<file path="config.mk">
export PLATFORM = sky130hd
export DESIGN_NAME = oam_dma
export DESIGN_NICKNAME = d
export VERILOG_FILES = /design/src/rtl/video_types_pkg.sv /design/src/rtl/oam_dma.sv
export SDC_FILE = /design/constraint.sdc
export NUM_CORES = 1
export LEC_CHECK = 0
export ABC_AREA = 1
export ABC_CLOCK_PERIOD_IN_PS = 2500
export CORE_MARGIN = 5
export CORE_UTILIZATION = 49
export DETAILED_ROUTE_END_ITERATION = 10
export PLACE_DENSITY = 0.82
export RECOVER_POWER = 100
export SETUP_SLACK_MARGIN = 0.15
export SYNTH_ARGS = -nofsm -noshare
export SYNTH_HDL_FRONTEND = slang
export SYNTH_SLANG_ARGS = --single-unit
</file>
<file path="constraint.sdc">
create_clock -name clk -period 2.5 [get_ports clk]
set_clock_uncertainty 0.2 [all_clocks]
set_input_delay 0.25 -clock clk [delete_from_list [all_inputs] [get_ports clk]]
set_output_delay 0.25 -clock clk [all_outputs]
set_load 0.02 [all_outputs]
</file>
<file path="src/rtl/video_types_pkg.sv">
// Shared video-subsystem constants and types; the OAM DMA engine pulls its
// register address, transfer length, OAM location and FSM state type from here.
package video_types;

  localparam logic [15:0] OAM_LOC      = 16'hFE00;
  localparam logic [15:0] DMA_REG_ADDR = 16'hFF46;
  localparam int          OAM_DMA_LEN  = 160;

  typedef enum logic [2:0] {
    IDLE,
    REQ,
    RD,
    LAT,
    WR
  } dma_state_t;

endpackage

</file>
<file path="src/rtl/oam_dma.sv">
// OAM DMA engine: copies XFER_LEN bytes from {page,8'h00} to OAM_BASE, 3 cycles per byte.
// Optional macro DMA_ECHO_REMAP_EN remaps source pages E0..FF down by 8'h20 (address only).
module oam_dma
  import video_types::*;
#(
  parameter logic [15:0] OAM_BASE = OAM_LOC,
  parameter int          XFER_LEN = OAM_DMA_LEN
) (
  input  logic        clk,
  input  logic        reset_n,
  input  logic        reg_wr,
  input  logic [7:0]  reg_wdata,
  output logic [7:0]  reg_rdata,
  output logic        dma_active,
  output logic        bus_req,
  input  logic        bus_gnt,
  output logic [15:0] m_addr,
  output logic        m_rd,
  input  logic [7:0]  m_rdata,
  output logic        m_wr,
  output logic [7:0]  m_wdata,
  output logic        done
);

  localparam logic [7:0] LEN8 = 8'(XFER_LEN);

  dma_state_t  state, state_next;
  logic [7:0]  page, page_next;
  logic [7:0]  index, index_next;
  logic [7:0]  index_inc;
  logic [7:0]  hold, hold_next;
  logic        done_next;
  logic [15:0] m_addr_next;
  logic [7:0]  m_wdata_next;

  function automatic logic [7:0] source_page(input logic [7:0] p);
`ifdef DMA_ECHO_REMAP_EN
    if (p >= 8'hE0) begin
      return p - 8'h20;
    end
`endif
    return p;
  endfunction

  assign index_inc = index + 8'd1;
  assign reg_rdata = page;

  // A register write always wins: it restarts from byte 0 whatever state we are in,
  // dropping any byte still in RD/LAT; a write already in WR has been issued this cycle.
  always_comb begin
    state_next = state;
    page_next  = page;
    index_next = index;
    hold_next  = hold;
    done_next  = 1'b0;
    case (state)
      IDLE: state_next = IDLE;
      REQ:  if (bus_gnt) state_next = RD;
      RD:   state_next = LAT;
      LAT: begin
        hold_next  = m_rdata;
        state_next = WR;
      end
      WR: begin
        index_next = index_inc;
        if (index_inc == LEN8) begin
          state_next = IDLE;
          done_next  = 1'b1;
        end else if (bus_gnt) begin
          state_next = RD;
        end else begin
          state_next = REQ;
        end
      end
      default: state_next = IDLE;
    endcase
    if (reg_wr) begin
      page_next  = reg_wdata;
      index_next = 8'd0;
      state_next = REQ;
      done_next  = 1'b0;
    end
  end

  // Bus outputs are registered from the next state so they line up with the state they belong to.
  always_comb begin
    m_addr_next  = m_addr;
    m_wdata_next = m_wdata;
    case (state_next)
      RD: m_addr_next = {source_page(page_next), index_next};
      WR: begin
        m_addr_next  = OAM_BASE + {8'h00, index_next};
        m_wdata_next = hold_next;
      end
      default: m_addr_next = m_addr;
    endcase
  end

  always_ff @(posedge clk) begin
    if (!reset_n) begin
      state      <= IDLE;
      page       <= 8'h00;
      index      <= 8'd0;
      hold       <= 8'h00;
      m_addr     <= 16'h0000;
      m_wdata    <= 8'h00;
      m_rd       <= 1'b0;
      m_wr       <= 1'b0;
      bus_req    <= 1'b0;
      dma_active <= 1'b0;
      done       <= 1'b0;
    end else begin
      state      <= state_next;
      page       <= page_next;
      index      <= index_next;
      hold       <= hold_next;
      m_addr     <= m_addr_next;
      m_wdata    <= m_wdata_next;
      m_rd       <= (state_next == RD);
      m_wr       <= (state_next == WR);
      bus_req    <= (state_next != IDLE);
      dma_active <= (state_next != IDLE);
      done       <= done_next;
    end
  end

endmodule

</file>
After elaboration in Yosys (flattened, before gate mapping). Index checks and enable logic that the tools add are counted. W data, S select, Z words.

Register bits: 55. Bits in latches: 0. Memory bits (writable): 0. ROM bits: 0. Memories kept: 0.

Add/subtract/negate cells: 2. Multiply operators: 0. Div/mod/pow operators: 0. Magnitude comparators: 0. Eq/ne operators: 7. Shifts and indexed selects: 0. Muxes and demuxes: 11. Bitwise gates (word level): 2. Reductions and logical operators: 3.

Operators with widths (number): $mux W8 (4); $pmux W16 S2 (1); $pmux W3 S4 (1); $add A10 B9 Y11 const A (1); $eq A3 B2 Y1 const B (3); $add A8 B1 Y8 const B (1); $eq A8 B8 Y1 const B (1); $eq A3 B3 Y1 const B (2); $mux W3 (2); $mux W2 (2); $eq A3 B1 Y1 const B (1); $reduce_bool A3 Y1 (1); $reduce_or A3 Y1 (1); $not A1 Y1 (2); $reduce_bool A2 Y1 (1); $mux W1 (1).

Longest topological paths before layout. Gate-level depths: netlist of the first run.

Word-level depth: 7. Depth in mapped cells: 15. Depth with buffers taken out: 14.

Worst setup path after synthesis of the first run. No wires, ideal clock.

Path type: reg2reg. From: reg index[0]. To: reg m_addr[3]. Arrival time: 1.672 ns. Required time: 2.186 ns. Path slack: 0.514 ns. Stages on the path, launching flop included: 14. Path buffers: 1. Period minus slack after synthesis: 1.986 ns. Path through: dfxtp_1 -> ha_1 -> nand3_1 -> o21bai_2 -> nand2_1 -> nor2_2 -> nand3_2 -> a21oi_4 -> nand3_4 -> nand2_4 -> buf_6 -> nand2_1 -> nand2_1 -> nor2_2.

Cells in the longest elaborated chain, start to end: 7. Elaborated cells between the ends (all ways): 12. Those cells by class: add/sub (2); eq/ne (3); mux (6); reduce/logical (1).

Ends and longest elaborated chain: start, declared (RTL line oam_dma.sv:29) `logic [7:0] index, index_next;`; start signal, assigned (RTL line oam_dma.sv:115) `index <= index_next;`; $add A8 B1 Y8 (RTL line oam_dma.sv:45) `assign index_inc = index + 8'd1;`; $eq A8 B8 Y1 (RTL line oam_dma.sv:66) `if (index_inc == LEN8) begin`; $mux W2 (RTL line oam_dma.sv:66); $pmux W3 S4 (RTL line oam_dma.sv:56) `case (state)`; $mux W3 (RTL line oam_dma.sv:77) `if (reg_wr) begin`; $eq A3 B3 Y1 / $eq A3 B2 Y1 (equally long branches) (RTL line oam_dma.sv:89) `case (state_next)`; $pmux W16 S2 / $reduce_bool A2 Y1 (equally long branches); end signal, assigned (RTL line oam_dma.sv:117) `m_addr <= m_addr_next;`; end, declared (RTL line oam_dma.sv:17) `output logic [15:0] m_addr,`.

Parallel ways exist; a longest one is shown, timed or not. A chain may end at the register's enable or synchronous reset.

Worst setup path in the final report of the first run.
From: reg index[0]. To: reg m_addr[2].

The elaborated chain is that of the path after synthesis.

==> flow_metrics.env, run 1 <==
export IMPL_p_sw_share_pct=24.1
export IMPL_slew_viol_final=0
export IMPL_clock_sinks=55
export IMPL_place_gp_congestion=0.817
export IMPL_synth_cell_type_count=36
export IMPL_nets=361
export IMPL_critical_path_class="reg2reg"
export IMPL_initial_core_util_pct=49.5
export IMPL_crit_family="simple AND/OR/NAND/NOR gates"
export IMPL_remaining_drc_errors=0
export IMPL_switchingPower_mw=0.374
export IMPL_cts_buffers=5
export IMPL_netlist_instances=279
export IMPL_netlist_area_sq_mm=0.00231
export IMPL_pwr_share_comb_pct=12.0
export IMPL_synth_top_area_cell="dfxtp_1"
export IMPL_dp_hpwl_um=3600
export IMPL_p_clk_share_pct=29.6
export IMPL_p_leak_nw=1.29
export IMPL_max_freq_mhz=435
export IMPL_grt_pass1_vias=1841
export IMPL_dieArea_sq_mm=0.00618
export IMPL_cts_max_level=2
export IMPL_antenna_cells=0
export IMPL_via_per_inst=5.19
export IMPL_tns_ns=0
export IMPL_drive_gt1_share_pct=14.1
export IMPL_fp_row_count=25
export IMPL_ant_nets=0
export IMPL_hold_buffers=0
export IMPL_wl_um=5160
export IMPL_synth_async_reset_ratio_pct=0
export IMPL_slew_headroom_pct=53.1
export IMPL_clkSlewWorstSetupHoldPaths_ns=0.09
export IMPL_worstSkewPairLatency_ns=0.30
export IMPL_drt_iter0_markers=171
export IMPL_num_io_pins=57
export IMPL_avgSynthCellArea_sq_um=8.27
export IMPL_synth_area_leaders="dfxtp_1, nor2_1, nand2_1"
export IMPL_crit_chain="ha_2 > nand3_1 > o21bai_2 > nand2_1 > nor2_2 > nand3_2 > a21oi_4 > nand3_4 > nand2_4 > nand2_2 > a21oi_2"
export IMPL_syn_nets=300
export IMPL_status="complete, no violations"
export IMPL_cts_tree="yes"
export IMPL_ys_seq_elements=55
export IMPL_coreArea_sq_mm=0.00466
export IMPL_vias=2049
export IMPL_wl_per_cell_um=13.1
export IMPL_grt_antenna_before_repair=0
export IMPL_grt_max_degree=33
export IMPL_cts_root_buf="clkbuf_8"
export IMPL_grt_setup_unrepaired="false"
export IMPL_required_ns=2.53
export IMPL_seq_area_frac_synth_pct=47.7
export IMPL_cp_num_buf_inv=0
export IMPL_max_stage_delay_ns=0.39
export IMPL_path_max_fanout=10
export IMPL_finalCritPeriodShare_pct=92.0
export IMPL_synth_flop_cell="dfxtp_1"
export IMPL_crit_arrival_ns=2.33
export IMPL_finalWorstPathRequiredPeriod_ns=2.30
export IMPL_dr_pass1_iters=4
export IMPL_grt_first_pass_wirelength_um=8340
export IMPL_dieWidth_um=78.6
export IMPL_synth_most_common_cell="dfxtp_1"
export IMPL_hp_class="reg2reg"
export IMPL_power_frac_seq_pct=58.4
export IMPL_io_buffers=56
export IMPL_cap_violations=0
export IMPL_cp_slowest_cell="dfxtp_1"
export IMPL_end_kind="flip-flop"
export IMPL_fp_dieH_um=78.6
export IMPL_clockBufferDepth=2
export IMPL_worst_pin_slew_ns=0.703
export IMPL_synth_warnings=0
export IMPL_grt_overflow=0
export IMPL_critPathLaunchType="flip-flop"
export IMPL_intPower_mw=1.18
export IMPL_synth_top_area_share_pct=47.7
export IMPL_power_density_mw_per_mm2=511
export IMPL_synth_edff_count=0
export IMPL_setup_viol=0
export IMPL_area_growth_pct=31.6
export IMPL_final_area_sq_mm=0.00304
export IMPL_yosys_top_cells_count="dfxtp_1, nor2_1, nand2_1, nand3_1, inv_1"
export IMPL_dpl_cell_area_sq_mm=0.00290
export IMPL_grt_use_total_pct=16.5
export IMPL_max_vdd_ir_drop_uv=291
export IMPL_finalHoldViolCount=0
==> state kept, by name (all words and copies together), names as in the netlist <==
register	flops
hold	8
m_wdata	8
bus_req	1
m_wr	1
m_addr	16
index	8
m_rd	1
done	1
state	3
reg_rdata	8
==> layout make-up <==
| cell class | instances | area (sq um) |
|---|---|---|
| well taps | 54 | 67.6 |
| inverters | 20 | 75.1 |
| clock inverters | 1 | 5.00 |
| repair buffers | 67 | 637 |
| multi-input cells | 191 | 1070 |
| flip-flops and latches | 55 | 1100 |
| clock buffers | 7 | 76.3 |
| fillers | 379 | 1630 |
==> per-layer routing <==
metal	wire [um]	vias up	global-route usage, %
li1	-	1031	-
met3	265	15	4.01
met4	100	0	5.94
met2	2560	60	28.1
met1	2230	943	20.3
met5	0	-	0
==> logic make-up after synthesis <==
| kind of cell | share of synthesized area (%) |
|---|---|
| AOI/OAI and AO/OA | 10.4 |
| xor gates and xnor gates | 0.760 |
| adders and majority gates | 0.543 |
| buffers and inverters | 6.84 |
| DFF | 47.7 |
| muxes | 6.51 |
| and+or+nand+nor | 27.2 |
==> worst min-delay path: cells and delay by family, from the launching register on <==
kind / cells / cell delay, ns
AOI/OAI and AO/OA: 1 / 0.05
DFF: 1 / 0.31
and+or+nand+nor: 1 / 0.07
==> placed cells by master (no fill, tap or decap), drive strengths merged, types with 8 or more instances in the layout <==
master         netlist  final
nand3               21     22
nor2                58     58
mux2i               15     15
inv                 20     20
a211oi               8      8
clkbuf               7      9
dfxtp               55     55
clkdlybuf4s50        0     18
buf                  8      9
nand2               49     50
a21oi               17     17
dlygate4sd3          0     38
==> final timing paths <==
path / start / to / slack, ns / cells after the start
max: index[0]$_SDFF_PN0_ / m_addr[2]$_SDFFE_PN0P_ / 0.20 / 11
min: m_addr[10]$_SDFFE_PN0P_ / m_addr[10]$_SDFFE_PN0P_ / 0.28 / 2
max reg2reg: index[0]$_SDFF_PN0_ / m_addr[2]$_SDFFE_PN0P_ / 0.20 / 11
min reg2reg: m_addr[10]$_SDFFE_PN0P_ / m_addr[10]$_SDFFE_PN0P_ / 0.28 / 2
==> through the flow <==
step                cells  total power [mW]  hold WS [ns]  util, %  setup slack (ns)
detailed placement    381              1.11         0.274     62.3             0.224
CTS                   389              1.57         0.287     64.1             0.158
global placement      381              1.11         0.270     62.3             0.306
floorplan             279              1.03         0.148        -             0.514
finish                395              1.55         0.279     65.1             0.200
global route          395              1.61         0.300     65.1            0.0756
==> power groups by stage <==
stage                     Clock (mW)  Sequential (mW)  Combinational (mW)
after floorplan                    0            0.950              0.0824
after global placement             0            0.928               0.184
after detailed placement           0            0.928               0.186
after CTS                      0.475            0.908               0.187
after global routing           0.504            0.910               0.201
final                          0.459            0.907               0.186
==> timing repair <==
item                                    in CTS  in global routing
endpoints found under the setup margin       0                 15
resized for setup                            0                  4
setup buffers                                0                  4
Power figures use the tool's default switching activity.
==> inputs of run 2 (changes only) <==
--- a/config.mk
+++ b/config.mk
@@ -7,10 +7,11 @@
 export LEC_CHECK = 0
 export ABC_AREA = 1
 export ABC_CLOCK_PERIOD_IN_PS = 2500
+export CAP_MARGIN = 0
 export CORE_MARGIN = 5
-export CORE_UTILIZATION = 49
+export CORE_UTILIZATION = 30
 export DETAILED_ROUTE_END_ITERATION = 10
-export PLACE_DENSITY = 0.82
+export PLACE_DENSITY = 0.56
 export RECOVER_POWER = 100
 export SETUP_SLACK_MARGIN = 0.15
 export SYNTH_ARGS = -nofsm -noshare
==> run 2 against run 1 <==
Design area up 0.12%. First-iteration DRC count is 52% lower. Register-to-register slack improved by 0.13 ns. Flip-flop and latch count stayed put. Combinational power decreased by 3%. Count of clock-buffer cells in the layout stayed put. Final cell count up 11%. Utilization shrank 25 points. Total power up 0.76%. Non-clock buffer count decreased by 3. Critical path depth rose by 1. Clock power rose by 4%. Highest routed layer unchanged.
==> flow_metrics.env, run 2 (same netlist as run 1, synthesis figures left out) <==
export IMPL_status="complete, no violations"
export IMPL_ant_nets=0
export IMPL_cts_buffers=5
export IMPL_grt_max_degree=50
export IMPL_finalCritPeriodShare_pct=86.9
export IMPL_layout_commonest_cell="dfxtp_1"
export IMPL_remaining_drc_errors=0
export IMPL_seqCellArea_sq_mm=0.00110
export IMPL_path_max_fanout=20
export IMPL_clkSlewWorstSetupHoldPaths_ns=0.09
export IMPL_hold_buffers=0
export IMPL_finalHoldViolCount=0
export IMPL_final_cell_mix="dfxtp_1, nor2_1, nand2_1"
export IMPL_max_vdd_ir_drop_uv=236
export IMPL_max_freq_mhz=460
export IMPL_area_growth_pct=31.8
export IMPL_nets=356
export IMPL_grt_pass1_vias=1849
export IMPL_coreArea_sq_mm=0.00761
export IMPL_wl_per_cell_um=11.9
export IMPL_cap_violations=0
export IMPL_power_density_mw_per_mm2=515
export IMPL_grt_setup_unrepaired="false"
export IMPL_end_kind="flip-flop"
export IMPL_worst_slack_ns=0.327
export IMPL_dieWidth_um=97.7
export IMPL_wl_um=5210
export IMPL_largest_reg_flops=16
export IMPL_tns_ns=0
export IMPL_power_total_mw=1.56
export IMPL_vias=1915
export IMPL_fp_dieH_um=97.7
export IMPL_via_per_inst=4.37
export IMPL_initial_core_util_pct=30.3
export IMPL_dp_hpwl_um=3730
export IMPL_slew_viol_final=0
export IMPL_fp_row_count=32
export IMPL_cts_tree="yes"
export IMPL_cts_root_buf="clkbuf_8"
export IMPL_drive_gt1_share_pct=10.7
export IMPL_dr_pass1_iters=4
export IMPL_clock_sinks=55
export IMPL_worstSkewPairLatency_ns=0.30
export IMPL_antenna_cells=0
export IMPL_critical_path_class="reg2reg"
export IMPL_critPathLaunchType="flip-flop"
export IMPL_final_area_sq_mm=0.00304
export IMPL_cts_max_level=2
export IMPL_stdcell_count=438
export IMPL_num_io_pins=57
export IMPL_crit_arrival_ns=2.18
export IMPL_setup_viol=0
export IMPL_fill_cells=819
export IMPL_drt_iter0_markers=82
export IMPL_multi_input_area_sq_mm=0.00103
export IMPL_dp_cells=430
export IMPL_grt_antenna_before_repair=0
export IMPL_slew_headroom_pct=57.7
export IMPL_dpl_cell_area_sq_mm=0.00298
export IMPL_place_gp_congestion=0.749
export IMPL_grt_first_pass_wirelength_um=8720
export IMPL_utilization_pct=40.0
export IMPL_grt_use_total_pct=11.1
export IMPL_post_place_ws_ns=0.344
export IMPL_clockBufferDepth=2
export IMPL_dieArea_sq_mm=0.00954
export IMPL_hold_worst_slack_ns=0.285
export IMPL_p_leak_nw=1.27
export IMPL_required_ns=2.51
export IMPL_largest_register="m_addr"
export IMPL_grt_overflow=0
export IMPL_finalWorstPathRequiredPeriod_ns=2.17
export IMPL_hp_class="reg2reg"
export IMPL_worst_pin_slew_ns=0.634
export IMPL_io_buffers=56
## run 2: critical path: stages (launching register included)
cell and delay (ns):
dfxtp_1 0.38, ha_1 0.22, nand3_1 0.12, o21bai_2 0.15
nand2_1 0.08, nor2_2 0.11, nand3_2 0.11, a21oi_4 0.19
nand3_4 0.10, nand2_4 0.21, nand2_1 0.08, nand2_1 0.08
nor2_2 0.03
## run 2: cell type report
class,count,share of cell area (%)
clock buffers,7,2.51
clock inverters,1,0.165
inverters,20,2.47
multi-input cells,189,33.9
flip-flops and latches,55,36.3
well taps,102,4.20
repair buffers,64,20.5
## run 2: layer usage
metal / routed length (um) / global-route usage (%)
met4: 79 / 4.58
met1: 2500 / 13.9
met5: 0 / 0
met2: 2380 / 18.0
met3: 246 / 2.94
## run 2: what timing repair did
action | CTS | global route
gates resized for setup | 0 | 4
setup buffers | 0 | 0
setup endpoints to repair | 0 | 10
## run 2: power breakdown
part | switching (mW) | internal, mW
Clock | 0.280 | 0.198
Sequential | 0.00992 | 0.896
Combinational | 0.0985 | 0.0815
## run 2: final timing paths
check / start / end / slack [ns] / cells past startpoint
worst min register to register: m_addr[8]$_SDFFE_PN0P_ / m_addr[8]$_SDFFE_PN0P_ / 0.29 / 2
worst max register to register: index[0]$_SDFF_PN0_ / m_addr[3]$_SDFFE_PN0P_ / 0.33 / 12
worst max-delay path: index[0]$_SDFF_PN0_ / m_addr[3]$_SDFFE_PN0P_ / 0.33 / 12
worst min-delay path: m_addr[8]$_SDFFE_PN0P_ / m_addr[8]$_SDFFE_PN0P_ / 0.29 / 2
==> inputs of run 3 (changes only) <==
--- a/config.mk
+++ b/config.mk
@@ -9,11 +9,12 @@
 export ABC_CLOCK_PERIOD_IN_PS = 2500
 export CAP_MARGIN = 0
 export CORE_MARGIN = 5
-export CORE_UTILIZATION = 30
+export CORE_UTILIZATION = 49
 export DETAILED_ROUTE_END_ITERATION = 10
-export PLACE_DENSITY = 0.56
+export PLACE_DENSITY = 0.82
 export RECOVER_POWER = 100
 export SETUP_SLACK_MARGIN = 0.15
 export SYNTH_ARGS = -nofsm -noshare
 export SYNTH_HDL_FRONTEND = slang
 export SYNTH_SLANG_ARGS = --single-unit
+export TNS_END_PERCENT = 100
==> results of run 3 <==
Final layout, timing and power as in run 1 (identical DEF).
